### config.mk
export PLATFORM = sky130hd
export DESIGN_NAME = led_pattern_gen
export DESIGN_NICKNAME = d
export VERILOG_FILES = /design/src/rtl/led_pkg.sv /design/src/rtl/tick_prescaler.sv /design/src/rtl/led_pattern_gen.sv
export SDC_FILE = /design/constraint.sdc
export NUM_CORES = 1
export LEC_CHECK = 0
export ABC_AREA = 1
export BUFFER_PORTS_ARGS = -buffer_cell sky130_fd_sc_hd__buf_2
export CAP_MARGIN = 20
export CORE_MARGIN = 10
export CORE_UTILIZATION = 55
export DETAILED_ROUTE_END_ITERATION = 8
export PLACE_DENSITY = 0.8
export SLEW_MARGIN = 20
export SYNTH_ARGS = -nofsm -noshare
export SYNTH_HDL_FRONTEND = slang
export SYNTH_HIERARCHICAL = 1
export SYNTH_SLANG_ARGS = --single-unit
### constraint.sdc
create_clock -name clk -period 5.28 [get_ports clk]
set_input_delay 0 -clock clk [delete_from_list [all_inputs] [get_ports clk]]
set_output_delay 0 -clock clk [all_outputs]
set_load 0.02 [all_outputs]
### src/rtl/led_pkg.sv
// ---------------------------------------------------------------------------
// led_pkg
//
// Purpose : Shared constants and helpers for the LED pattern generator.
//           It holds the mode encodings that match the board switch layout,
//           the bounce direction encoding and the LED bus width.
// Contents: LED_W, MODE_* constants, DIR_* constants,
//           start_value() returns the pattern loaded on entry to a mode,
//           is_onehot() reports whether a pattern is a valid bounce state.
// ---------------------------------------------------------------------------
package led_pkg;

    localparam int LED_W = 8;

    localparam logic [1:0] MODE_COUNT  = 2'b00;
    localparam logic [1:0] MODE_BOUNCE = 2'b01;
    localparam logic [1:0] MODE_BLINK  = 2'b10;
    localparam logic [1:0] MODE_MANUAL = 2'b11;

    localparam logic DIR_LEFT  = 1'b0;
    localparam logic DIR_RIGHT = 1'b1;

    // Bounce starts with the lowest LED lit. Every other mode starts dark.
    function automatic logic [LED_W-1:0] start_value(input logic [1:0] m);
        logic [LED_W-1:0] v;
        v = '0;
        if (m == MODE_BOUNCE) begin
            v = 8'h01;
        end
        return v;
    endfunction

    // A bounce pattern is valid only when exactly one LED is lit.
    function automatic logic is_onehot(input logic [LED_W-1:0] v);
        return (v != '0) && ((v & (v - 8'd1)) == '0);
    endfunction

endpackage

### src/rtl/tick_prescaler.sv
// ---------------------------------------------------------------------------
// tick_prescaler
//
// Purpose : Free-running divider that produces a one-cycle tick every
//           PRESCALE enabled clock cycles. Other pacing logic on the board
//           reuses it as well as the pattern generator.
// Params  : PRESCALE - cycles per tick. The legal range is 2 .. 2^32-1.
// Ports   : clk   in  rising-edge clock
//           rst_n in  asynchronous active-low reset
//           en    in  1 = count, 0 = hold the count and suppress tick
//           clr   in  synchronous restart of the count from zero
//           tick  out high during the cycle where the count is PRESCALE-1
// ---------------------------------------------------------------------------
module tick_prescaler #(
    parameter int unsigned PRESCALE = 50_000_000
) (
    input  logic clk,
    input  logic rst_n,
    input  logic en,
    input  logic clr,
    output logic tick
);

    localparam logic [31:0] LAST = 32'(PRESCALE - 1);

    logic [31:0] count;

    // The counter walks 0..PRESCALE-1 and wraps on the edge that follows
    // the terminal count. A clear always restarts it from zero, even while
    // the counter is disabled, so a new mode never inherits a partial period.
    always_ff @(posedge clk or negedge rst_n) begin
        if (!rst_n) begin
            count <= '0;
        end else if (clr) begin
            count <= '0;
        end else if (en) begin
            count <= (count == LAST) ? '0 : count + 32'd1;
        end
    end

    // The tick is decoded from the held count. Gating it with en keeps a
    // frozen counter that stopped on its terminal value from pulsing.
    assign tick = en && (count == LAST);

endmodule

### src/rtl/led_pattern_gen.sv
// ---------------------------------------------------------------------------
// led_pattern_gen
//
// Purpose : Generates LED patterns for the LEDs_mgmt input bus. The patterns
//           are a binary count, a bouncing single LED, a blink, or a count
//           stepped by a push button. Timed patterns advance once per
//           prescaler tick.
// Params  : PRESCALE   - clk cycles per pattern step
//           DEB_CYCLES - stable cycles needed to accept a step_btn level.
//                        It is used only when the debouncer is built.
// Macro   : PATTERN_GEN_DEBOUNCE_EN - when defined, a debouncer filters the
//           synchronised step_btn before edge detection.
// Ports   : clk         in   system clock, rising edge
//           rst_n       in   asynchronous active-low reset
//           en          in   1 = advance patterns, 0 = freeze
//           mode[1:0]   in   00 count, 01 bounce, 10 blink, 11 manual (async)
//           step_btn    in   raw active-high push button (async)
//           pattern_out out  LED pattern
//           tick_o      out  one-cycle pulse on each prescaler wrap
// ---------------------------------------------------------------------------
module led_pattern_gen
    import led_pkg::*;
#(
    parameter int unsigned PRESCALE   = 50_000_000,
    parameter int unsigned DEB_CYCLES = 500_000
) (
    input  logic             clk,
    input  logic             rst_n,
    input  logic             en,
    input  logic [1:0]       mode,
    input  logic             step_btn,
    output logic [LED_W-1:0] pattern_out,
    output logic             tick_o
);

    logic [1:0]       mode_s1, mode_s2, mode_q;
    logic             step_s1, step_s2;
    logic             step_level, step_prev, step_rise;
    logic             dir;
    logic             tick;
    logic             mode_change;
    logic [LED_W-1:0] pattern;
    logic [LED_W-1:0] shl, shr;

    // The switch and button inputs come from the board without any timing
    // relationship to clk. Each one passes through two flops before any
    // logic sees it. step_prev keeps the previous conditioned level so that
    // rising edges can be found.
    always_ff @(posedge clk or negedge rst_n) begin
        if (!rst_n) begin
            mode_s1   <= MODE_COUNT;
            mode_s2   <= MODE_COUNT;
            step_s1   <= 1'b0;
            step_s2   <= 1'b0;
            step_prev <= 1'b0;
        end else begin
            mode_s1   <= mode;
            mode_s2   <= mode_s1;
            step_s1   <= step_btn;
            step_s2   <= step_s1;
            step_prev <= step_level;
        end
    end

`ifdef PATTERN_GEN_DEBOUNCE_EN
    localparam logic [31:0] DEB_LAST = 32'(DEB_CYCLES - 1);

    logic [31:0] deb_cnt;

    // The conditioned level follows the synchronised button only after the
    // new level has been seen for DEB_CYCLES cycles in a row. Whenever the
    // input agrees with the current level again, the count starts over, so
    // short bounces never reach the edge detector.
    always_ff @(posedge clk or negedge rst_n) begin
        if (!rst_n) begin
            deb_cnt    <= '0;
            step_level <= 1'b0;
        end else if (step_s2 == step_level) begin
            deb_cnt <= '0;
        end else if (deb_cnt == DEB_LAST) begin
            deb_cnt    <= '0;
            step_level <= step_s2;
        end else begin
            deb_cnt <= deb_cnt + 32'd1;
        end
    end
`else
    assign step_level = step_s2;
`endif

    assign step_rise   = step_level & ~step_prev;
    assign mode_change = (mode_s2 != mode_q);
    assign shl         = pattern << 1;
    assign shr         = pattern >> 1;

    // The prescaler restarts whenever the mode changes, so the first step
    // in a new mode always comes one full period after the reload.
    tick_prescaler #(
        .PRESCALE (PRESCALE)
    ) u_prescaler (
        .clk   (clk),
        .rst_n (rst_n),
        .en    (en),
        .clr   (mode_change),
        .tick  (tick)
    );

    // Pattern update. A mode change has priority over everything else, and a
    // tick in the same cycle as a mode change is dropped in favour of the
    // reload. Manual mode ignores ticks and moves only on button edges.
    // Each timed mode applies its own rule on a tick. In bounce mode,
    // dir flips on the same edge that reaches an end LED, so each end LED
    // shows for a single step per sweep.
    always_ff @(posedge clk or negedge rst_n) begin
        if (!rst_n) begin
            mode_q  <= MODE_COUNT;
            pattern <= '0;
            dir     <= DIR_LEFT;
        end else if (mode_change) begin
            mode_q  <= mode_s2;
            pattern <= start_value(mode_s2);
            dir     <= DIR_LEFT;
        end else if (mode_q == MODE_MANUAL) begin
            if (en && step_rise) begin
                pattern <= pattern + 8'd1;
            end
        end else if (tick) begin
            case (mode_q)
                MODE_COUNT: begin
                    pattern <= pattern + 8'd1;
                end
                MODE_BOUNCE: begin
                    if (!is_onehot(pattern)) begin
                        pattern <= 8'h01;
                        dir     <= DIR_LEFT;
                    end else if (dir == DIR_LEFT) begin
                        pattern <= shl;
                        if (shl == 8'h80) begin
                            dir <= DIR_RIGHT;
                        end
                    end else begin
                        pattern <= shr;
                        if (shr == 8'h01) begin
                            dir <= DIR_LEFT;
                        end
                    end
                end
                MODE_BLINK: begin
                    pattern <= ~pattern;
                end
                default: begin
                    pattern <= pattern;
                end
            endcase
        end
    end

    assign pattern_out = pattern;
    assign tick_o      = tick;

endmodule

Yosys cells after proc, flatten, opt, wreduce, memory -nomap -nowiden
Cells that the tools add are included.
Widths: inputs -> output; s select.
- eq/ne operators: 10
- bitwise gates (word level): 4
- reductions and logical operators: 13
- mux-type cells: 19
- $add $sub $neg: 3
- operators with widths (cell ; number):
    $mux 32 ; 3
    $mux 8 ; 6
    $add 32x1->32 const B ; 1
    $eq 32x26->1 const B ; 1
    $pmux 8 s3 ; 1
    $mux 1 ; 9
    $add 8x1->8 const B ; 1
    $and 8x8->8 ; 1
    $logic_not 8->1 ; 1
    $not 8->8 ; 1
    $reduce_bool 8->1 ; 1
    $sub 8x1->8 const B ; 1
    $eq 7x1->1 const B ; 1
    $eq 7x7->1 const B ; 1
    $reduce_and 3->1 ; 2
    $reduce_bool 2->1 ; 3
    $reduce_bool 5->1 ; 1
    $eq 2x1->1 const B ; 2
    $eq 2x2->1 const B ; 2
    $logic_and 1x1->1 ; 3
    $ne 3x2->1 const B ; 1
    $reduce_bool 3->1 ; 1
    $logic_not 2->1 ; 1
    $ne 2x2->1 ; 1
    other kinds (3) ; 3
- input bits: 6
- word-level logic and storage cells: 58
- output and inout port bits: 9
- register bits: 50

Logic depth before layout (Yosys ltp)
Gate-level depths: netlist of the first run.
- word-level depth: 9
- gate-level depth with buffers: 13
- mapped depth without buffers: 13

Modules after synthesis
Netlist of the first run, hierarchy kept.
- by module, submodules not included (module ; instances ; cells each ; area each (µm²) ; sequential area each (µm²)):
    tick_prescaler ; 1 ; 331 ; 2222.1 ; 800.8
    led_pattern_gen ; 1 ; 186 ; 1362.6 ; 450.4

Worst setup path after synthesis of the first run
OpenSTA, ideal clock, no wires.
- path kind: register -> register
- from: register u_prescaler.count[0]
- to: register pattern[5] (netlist: pattern_out[5])
- library setup time: 65 ps
- period minus slack after synthesis: 2203 ps
- data required time: 5215 ps
- arrival time: 2138 ps
- slack: 3077 ps
- cell stages (with the launch flop): 14
- buffers on the path: 0
- cell sequence: dfrtp_1 -> ha_1 -> inv_2 -> nor2_4 -> nand2_2 -> inv_2 -> nand2_1 -> nor3_1 -> nor2_1 -> nand2_1 -> nand4_2 -> inv_1 -> nand3_1 -> nand2_1
- longest elaborated chain between the ends: 4
- RTL lines (element ; line ; RTL):
    start, declared ; tick_prescaler.sv:26 ; logic [31:0] count;
    start signal, assigned ; tick_prescaler.sv:37 ; count <= (count == LAST) ? '0 : count + 32'd1;
    $eq 32x26->1 ; tick_prescaler.sv:43 ; assign tick = en && (count == LAST);
    $logic_and 1x1->1 ; tick_prescaler.sv:43 ;
    named net tick_o ; led_pattern_gen.sv:33 ; output logic tick_o
    $reduce_bool 3->1 (no line) ; n/a ;
    $reduce_and 3->1 (no line) ; n/a ;
    end signal, assigned ; led_pattern_gen.sv:121 ; pattern <= start_value(mode_s2);
    end signal, assigned ; led_pattern_gen.sv:125 ; pattern <= pattern + 8'd1;
    end signal, assigned ; led_pattern_gen.sv:130 ; pattern <= pattern + 8'd1;
    end, declared ; led_pattern_gen.sv:42 ; logic [LED_W-1:0] pattern;
The timed path passes the listed nets, and every way through them passes these cells.
A chain may end at the register's enable or synchronous reset.

Worst setup path after layout of the first run
- from: register mode_q[0]
- to: register u_prescaler.count[10]
- longest elaborated chain between the ends: 2
- elaborated cells on any way between the ends: 3
- those cells by class: eq/ne: 1; mux: 1; reduce/logical: 1
- RTL lines (element ; line ; RTL):
    start, declared ; led_pattern_gen.sv:36 ; logic [1:0] mode_s1, mode_s2, mode_q;
    start signal, assigned ; led_pattern_gen.sv:120 ; mode_q <= mode_s2;
    $ne 2x2->1 (*) ; led_pattern_gen.sv:92 ; assign mode_change = (mode_s2 != mode_q);
    named net mode_change ; led_pattern_gen.sv:41 ; logic mode_change;
    $mux 32 or $reduce_bool 2->1 (tied branches) ; n/a ;
The timed path passes the listed nets; every way through them passes the cells marked *.

==> impl_metrics.csv, run 1 <==
group,metric,value,unit
synthesis,avgSynthCellArea,6.93,µm²
floorplan,core_area,6350,µm²
setup_path,critPathMaxStageDelay,0.61,ns
floorplan,core.rowCount,29,
run_status,status,"finished clean",
sta,rsz0062_at_grt,"false",
routing,wl,8340,µm
final_layout,antenna_cells,0,
sta,maxSlewHeadroom,50.8,%
final_layout,multi_input_area,2000,µm²
pwr,pwr-share-comb,21.0,%
sta,hold_viol,0,
final_layout,drive_above_1_share,11.9,%
clock_tree,cts_sinks,50,
sta,holdWs,0.0459,ns
global_routing,grt_overflow,0,
clock_tree,clock-root-buffer,"clkbuf_8",
global_routing,antenna_found_initial,0,
place,placed_cell_area,3620,µm²
floorplan,die_width,101,µm
clock_tree,cts_setup_buffers,0,
setup_path,crit_required,5.46,ns
sta,post-route-period-util,44.2,%
pwr,swShare,33.7,%
setup_path,crit_chain,"xnor2_1, nand2_2, nor2_2, inv_2, nand3_1, inv_1, nand2_1, xor2_1, nor2_1",
synthesis,ys_seq_area_share,34.9,%
global_routing,grt_util_all_layers,16.9,%
synthesis,async_flop_share,100,%
setup_path,critPathCaptureType,"flip-flop",
synthesis,synth_seq_cells,50,
min_path,hold_class,"input port to flip-flop",
setup_path,path_class,"flip-flop to flip-flop",
place,place_inst,594,
clock_tree,cts_tree,"built",
final_layout,final_common_cell,"nand2_1",
clock_tree,clockBufferDepth,2,
clock_tree,cts.clk_slew.worst_paths,0.10,ns
pwr,ir_drop,0.145,mV
routing,num_vias,3344,
setup_path,worstPathMaxFanout,16,
global_routing,grt_pass1_vias,3157,
pwr,clockPowerShare,28.3,%
pwr,p_seq_share,50.7,%
final_layout,area_growth,4.64,%
sta,slew_violations,0,
synthesis,yosysWarnings,6,
clock_tree,htreeDepth,2,
final_layout,final_cells,606,
synthesis,ys.flop_type,"dfrtp_1",
pwr,p_int,0.544,mW
clock_tree,insertion_delay,0.31,ns
routing,drtIter0Drc,214,
routing,via_per_inst,5.52,
final_layout,layout.nets,541,
routing,drtPass1Iterations,5,
synthesis,synth_cell_type_count,33,
setup_path,start_kind,"flip-flop",
place,portBuffers,14,
sta,timing.fmax,0.429,GHz
synthesis,synth-edff-count,0,
setup_path,critPathArrivalTime,2.51,ns
final_layout,final_cell_mix,"nand2_1 (164), nor2_1 (81), dfrtp_1 (50), inv_1 (47), nand3_1 (31)",
global_routing,grt_first_pass_wirelength,14300,µm
pwr,cellLeakagePower,1.68,nW
place,pre_cts_ws,2.98,ns
routing,postRouteAntennaNets,0,
sta,finalSetupViolations,0,
sta,worst_pin_slew,0.737,ns
floorplan,start_util,56.5,%
place,hpwl,6250,µm
routing,post_drt_wl_per_cell,13.8,µm
floorplan,ios,15,
job,maxCapViolCount,0,
sta,fin_crit,2.33,ns
synthesis,syn_nets,530,
final_layout,fill_cells,591,
clock_tree,cts-buffers-inserted,5,
synthesis,synth.cell_area,3580,µm²
synthesis,syn_inst,517,
place,place_congestion,0.968,
floorplan,dieArea,10100,µm²
routing,drcViolationCount,0,
pwr,p_sw,0.276,mW
sta,skew,0.00575,ns
setup_path,crit_slowest_cell,"nor2_2",
final_layout,seq_area,1250,µm²
global_routing,grt_max_degree,51,
floorplan,die_height,101,µm
sta,tns,0,ns
sta,final.setup.worst_slack,2.95,ns
final_layout,design_area,3750,µm²
pwr,powerDensity,219,nW/µm²
metal layers:
layer  global-route usage, %  vias to the layer above  routed length [µm]
met1                    21.4                     1567                3780
met4                    8.48                        0                 238
li1                        -                     1649                   -
met3                    2.54                       23                 425
met5                       0                        -                   0
met2                    27.1                      105                3900
path summary, 6_finish.rpt:
| path | from | slack (ns) | to | cells after the start |
|---|---|---|---|---|
| max reg2reg | mode_q[0] | 2.95 | u_prescaler/count[10] | 9 |
| max in group asynchronous | rst_n | 4.53 | dir | 3 |
| min | en | 0.05 | u_prescaler/count[31] | 3 |
| min reg2reg | mode_s1[1] | 0.36 | mode_s2[1] | 0 |
| max | mode_q[0] | 2.95 | u_prescaler/count[10] | 9 |
| min in group asynchronous | rst_n | 0.32 | u_prescaler/count[4] | 3 |
cell type report:
cell class / count / area share [%]
clock buffers: 5 / 1.83
clock inverters: 3 / 0.667
inverters: 52 / 5.20
multi-input cells: 400 / 53.2
flip-flops and latches: 50 / 33.4
well taps: 77 / 2.57
repair buffers: 19 / 3.14
cell usage after synthesis (11+ instances only):
| cell type | count | share of area, % |
|---|---|---|
| nand4_1 | 22 | 3.8 |
| a21oi_1 | 11 | 1.5 |
| o21ai_0 | 13 | 1.8 |
| dfrtp_1 | 50 | 35 |
| nand2_1 | 164 | 17 |
| xor2_1 | 15 | 3.7 |
| nand3_1 | 31 | 4.3 |
| inv_1 | 47 | 4.9 |
| nor2_2 | 12 | 2.1 |
| nor2_1 | 81 | 8.5 |
kinds of logic after synthesis:
group	count (synthesis)	synth area share [%]
compound gates	31	4.96
fa+ha+maj	7	2.44
flops	50	34.9
buf+inv	67	9.39
simple gates	343	43.7
xor+xnor	19	4.64
metrics by stage:
step | util [%] | power, mW
2_1_floorplan | - | 0.555
3_3_place_gp | 57.0 | 0.587
3_5_place_dp | 57.0 | 0.593
4_1_cts | 59.1 | 0.832
5_1_grt | 59.1 | 0.864
6_report | 59.1 | 0.820
critical path, delay by kind of cell, from the launching register on:
kind          cells  cell delay, ns
simple gates      5            1.05
flops             1            0.43
buf+inv           2            0.35
xor+xnor          2            0.37
power by group through the flow:
| stage | combinational [mW] | sequential (mW) | clock, mW |
|---|---|---|---|
| after floorplan | 0.133 | 0.422 | 0 |
| after global placement | 0.165 | 0.423 | 0 |
| after detailed placement | 0.170 | 0.424 | 0 |
| after CTS | 0.172 | 0.416 | 0.244 |
| after global routing | 0.194 | 0.418 | 0.252 |
| final | 0.172 | 0.416 | 0.232 |
flip-flops by register name (all words and copies together), names as in the netlist, 2 cells and up:
signal / count
mode_q: 2
mode_s2: 2
mode_s1: 2
pattern_out: 8
u_prescaler/count: 32
timing repair:
| item | CTS | global route |
|---|---|---|
| hold buffers | 4 | 0 |
| resized for setup | 0 | 0 |
| hold endpoints to repair | 53 | 0 |
Power figures use the tool's default switching activity.
==> run 2: changes to the inputs <==
--- a/config.mk
+++ b/config.mk
@@ -5,13 +5,13 @@
 export SDC_FILE = /design/constraint.sdc
 export NUM_CORES = 1
 export LEC_CHECK = 0
-export ABC_AREA = 1
+export ABC_AREA = 0
 export BUFFER_PORTS_ARGS = -buffer_cell sky130_fd_sc_hd__buf_2
 export CAP_MARGIN = 20
 export CORE_MARGIN = 10
 export CORE_UTILIZATION = 55
 export DETAILED_ROUTE_END_ITERATION = 8
-export PLACE_DENSITY = 0.8
+export PLACE_DENSITY = 0.83
 export SLEW_MARGIN = 20
 export SYNTH_ARGS = -nofsm -noshare
 export SYNTH_HDL_FRONTEND = slang
==> constraint.sdc (replaced) <==
create_clock -name clk -period 1.93 [get_ports clk]
set_input_delay 0 -clock clk [delete_from_list [all_inputs] [get_ports clk]]
set_output_delay 0 -clock clk [all_outputs]
set_load 0.02 [all_outputs]
==> run 2 against run 1 <==
The flow now finishes with violations (setup timing). Sequential share of layout area down 4.6 points. Core utilization up 20 points. Wire length up 21%. Fmax down 10%. Total power rose to 2.6 times the previous value. Global-route usage up 3.7 points. Cell count down 15%. Worst setup slack worse by 3.6 ns.
==> impl_metrics.csv, run 2 <==
group,metric,value,unit
pwr,p_sw,0.617,mW
synthesis,yosysWarnings,6,
final_layout,layout.nets,455,
sta,maxSlewHeadroom,50.4,%
final_layout,antenna_cells,0,
routing,post_drt_wl_per_cell,19.6,µm
final_layout,design_area,4350,µm²
global_routing,grt_first_pass_wirelength,15200,µm
floorplan,core.rowCount,27,
pwr,p_int,1.48,mW
place,place_inst,493,
synthesis,synth.cell_area,3090,µm²
final_layout,area_growth,40.7,%
clock_tree,cts_tree,"built",
setup_path,start_kind,"flip-flop",
global_routing,antenna_found_initial,0,
sta,slew_violations,0,
sta,worst_pin_slew,0.745,ns
synthesis,synthTopCellsByArea,"dfrtp_1 (40%), nor2_1 (5.1%), xor2_1 (5.1%), nand3_1 (2.9%), ha_1 (2.8%)",
synthesis,avgSynthCellArea,9.10,µm²
clock_tree,htreeDepth,2,
setup_path,worstPathMaxFanout,3,
final_layout,drive_above_1_share,39.7,%
final_layout,final_cell_mix,"buf_4 (89), dfrtp_1 (50), nor2_1 (39), nand2_1 (19), xor2_1 (18)",
final_layout,largest-register,"u_prescaler/count",
routing,via_per_inst,6.54,
synthesis,synth_cell_type_count,60,
floorplan,core_area,5470,µm²
clock_tree,cts.clk_slew.worst_paths,0.11,ns
synthesis,async_flop_share,100,%
final_layout,largest_register_ffs,32,
floorplan,start_util,56.5,%
setup_path,critPathMaxStageDelay,0.56,ns
clock_tree,insertion_delay,0.32,ns
sta,final.setup.worst_slack,-0.673,ns
sta,post-route-period-util,135,%
setup_path,crit_required,2.18,ns
synthesis,synthTopCellsByCount,"dfrtp_1 (50), nor2_1 (42), nand2_1 (20)",
routing,drtPass1Iterations,7,
job,maxCapViolCount,0,
routing,drcViolationCount,0,
clock_tree,clockBufferDepth,2,
synthesis,synth_seq_cells,50,
sta,fin_crit,2.60,ns
global_routing,grt_max_degree,31,
setup_path,worst_path_most_repeated_cell,"buf_6",
setup_path,crit_chain,"nor4_2, nand4_1, nor4b_4, nor2b_4, buf_6, buf_6, nor2_2, or4_1, o21ai_1",
synthesis,synth_top_area_cell,"dfrtp_1",
setup_path,rr_endpoint,"pattern_out[4]",
global_routing,grt_util_all_layers,20.5,%
sta,skew,0.0154,ns
setup_path,critPathCaptureType,"flip-flop",
synthesis,ys_seq_area_share,40.4,%
pwr,pwr-share-comb,16.4,%
setup_path,critPathArrivalTime,2.85,ns
sta,rsz0062_at_grt,"true",
place,portBuffers,14,
final_layout,final_cells,515,
clock_tree,clock-root-buffer,"clkbuf_8",
routing,num_vias,3370,
floorplan,die_height,95.0,µm
pwr,ir_drop,0.485,mV
place,placed_cell_area,3880,µm²
setup_path,path_buf_inv,2,
clock_tree,cts_sinks,50,
run_status,status,"complete, but fails checks",
routing,wl,10100,µm
setup_path,worstReg2RegStart,"u_prescaler/count[24]",
floorplan,ios,15,
floorplan,die_width,95.0,µm
setup_path,rrSetupSlack,-0.67,ns
synthesis,netlist.area_leader.share,40.4,%
sta,hold_viol,0,
setup_path,crit_slowest_cell,"or4_1",
global_routing,grt_pass1_vias,3249,
sta,finalSetupViolations,9,
pwr,swShare,29.5,%
pwr,cellLeakagePower,1.93,nW
place,place_congestion,0.948,
run_status,violations,"setup timing",
setup_path,path_class,"flip-flop to flip-flop",
routing,drtIter0Drc,279,
sta,timing.fmax,0.384,GHz
min_path,hold_class,"input port to async pin",
global_routing,grt_overflow,0,
place,hpwl,6110,µm
synthesis,syn_nets,353,
floorplan,dieArea,9030,µm²
setup_path,cpLargestDelayFamily,"simple AND/OR/NAND/NOR gates",
routing,postRouteAntennaNets,0,
synthesis,syn_inst,340,
synthesis,synth-edff-count,0,
pwr,p_seq_share,51.1,%
pwr,clockPowerShare,32.5,%
synthesis,yosysMostFrequentCell,"dfrtp_1",
setup_path,worst_r2r_path_depth,9,
pwr,powerDensity,481,nW/µm²
synthesis,ys.flop_type,"dfrtp_1",
final_layout,final_common_cell,"buf_4",
clock_tree,cts-buffers-inserted,5,
## run 2: how the worst max path moves through the flow
stage | depth (start not counted) | slack (ns) | end | startpoint
final | 9 | -0.67 | pattern_out[4] | u_prescaler/count[24]
after global routing | 9 | -0.72 | pattern_out[4] | u_prescaler/count[24]
after CTS | 8 | -0.45 | pattern_out[1] | u_prescaler/count[9]
after detailed placement | 8 | -0.51 | pattern_out[1] | u_prescaler/count[24]
after global placement | 8 | -0.45 | pattern_out[1] | u_prescaler/count[16]
after floorplan | 9 | -0.61 | pattern_out[1] | u_prescaler/count[18]
## run 2: worst register-to-register path, stage by stage (launching register included)
cell and delay [ns]:
dfrtp_1 0.42, nor4_2 0.34, nand4_1 0.23, nor4b_4 0.30, nor2b_4 0.22, buf_6 0.13
buf_6 0.12, nor2_2 0.05, or4_1 0.56, o21ai_1 0.18
## run 2: per-layer routing
layer	vias to the layer above	part of all wire (%)	GRT usage, %
met1	1611	37	24.1
met4	0	5.2	7.98
li1	1438	-	-
met5	-	0	0
met2	257	50	36.2
met3	64	8.6	3.81
## run 2: stage by stage
stage	util, %	hold WS, ns	total power, mW	worst slack (ns)	TNS [ns]
after floorplan	-	-0.296	1.23	-0.613	-4.40
after global placement	70.9	0.0935	1.36	-0.446	-4.95
after detailed placement	71.0	0.0938	1.37	-0.514	-5.60
after CTS	76.7	0.234	2.07	-0.445	-2.96
after global routing	79.6	0.305	2.17	-0.719	-5.64
final	79.6	0.269	2.10	-0.673	-4.49
## run 2: timing repair
action                                  CTS  global route
buffers inserted                          7             4
resized for setup                        28            28
pin swaps                                18            23
hold buffers                              4             0
endpoints found under the setup margin   38            40
hold endpoints to repair                 31             0
## run 2: power groups by stage
stage	Combinational, mW	Sequential [mW]	Clock [mW]
after CTS	0.314	1.07	0.682
final	0.344	1.07	0.680
after detailed placement	0.278	1.09	0
after global routing	0.369	1.07	0.728
after floorplan	0.135	1.10	0
after global placement	0.269	1.09	0
## run 2: cell type report
type                       count  area, µm²
inverter                      10       45.0
sequential                    50       1250
fill                         331       1120
multi-input combinational    259       1980
timing repair buffer         116        888
clock buffer                   5       68.8
clock inverter                 3       26.3
tap                           72       90.1
## run 2: cells by family after synthesis
| family | share of synthesized area (%) |
|---|---|
| AND/OR/NAND/NOR | 31.0 |
| multiplexers | 1.29 |
| flip-flops | 40.4 |
| adder cells (fa/ha/maj) | 2.83 |
| AO/OA/AOI/OAI | 12.0 |
| XOR/XNOR | 7.93 |
| buffers and inverters | 4.49 |
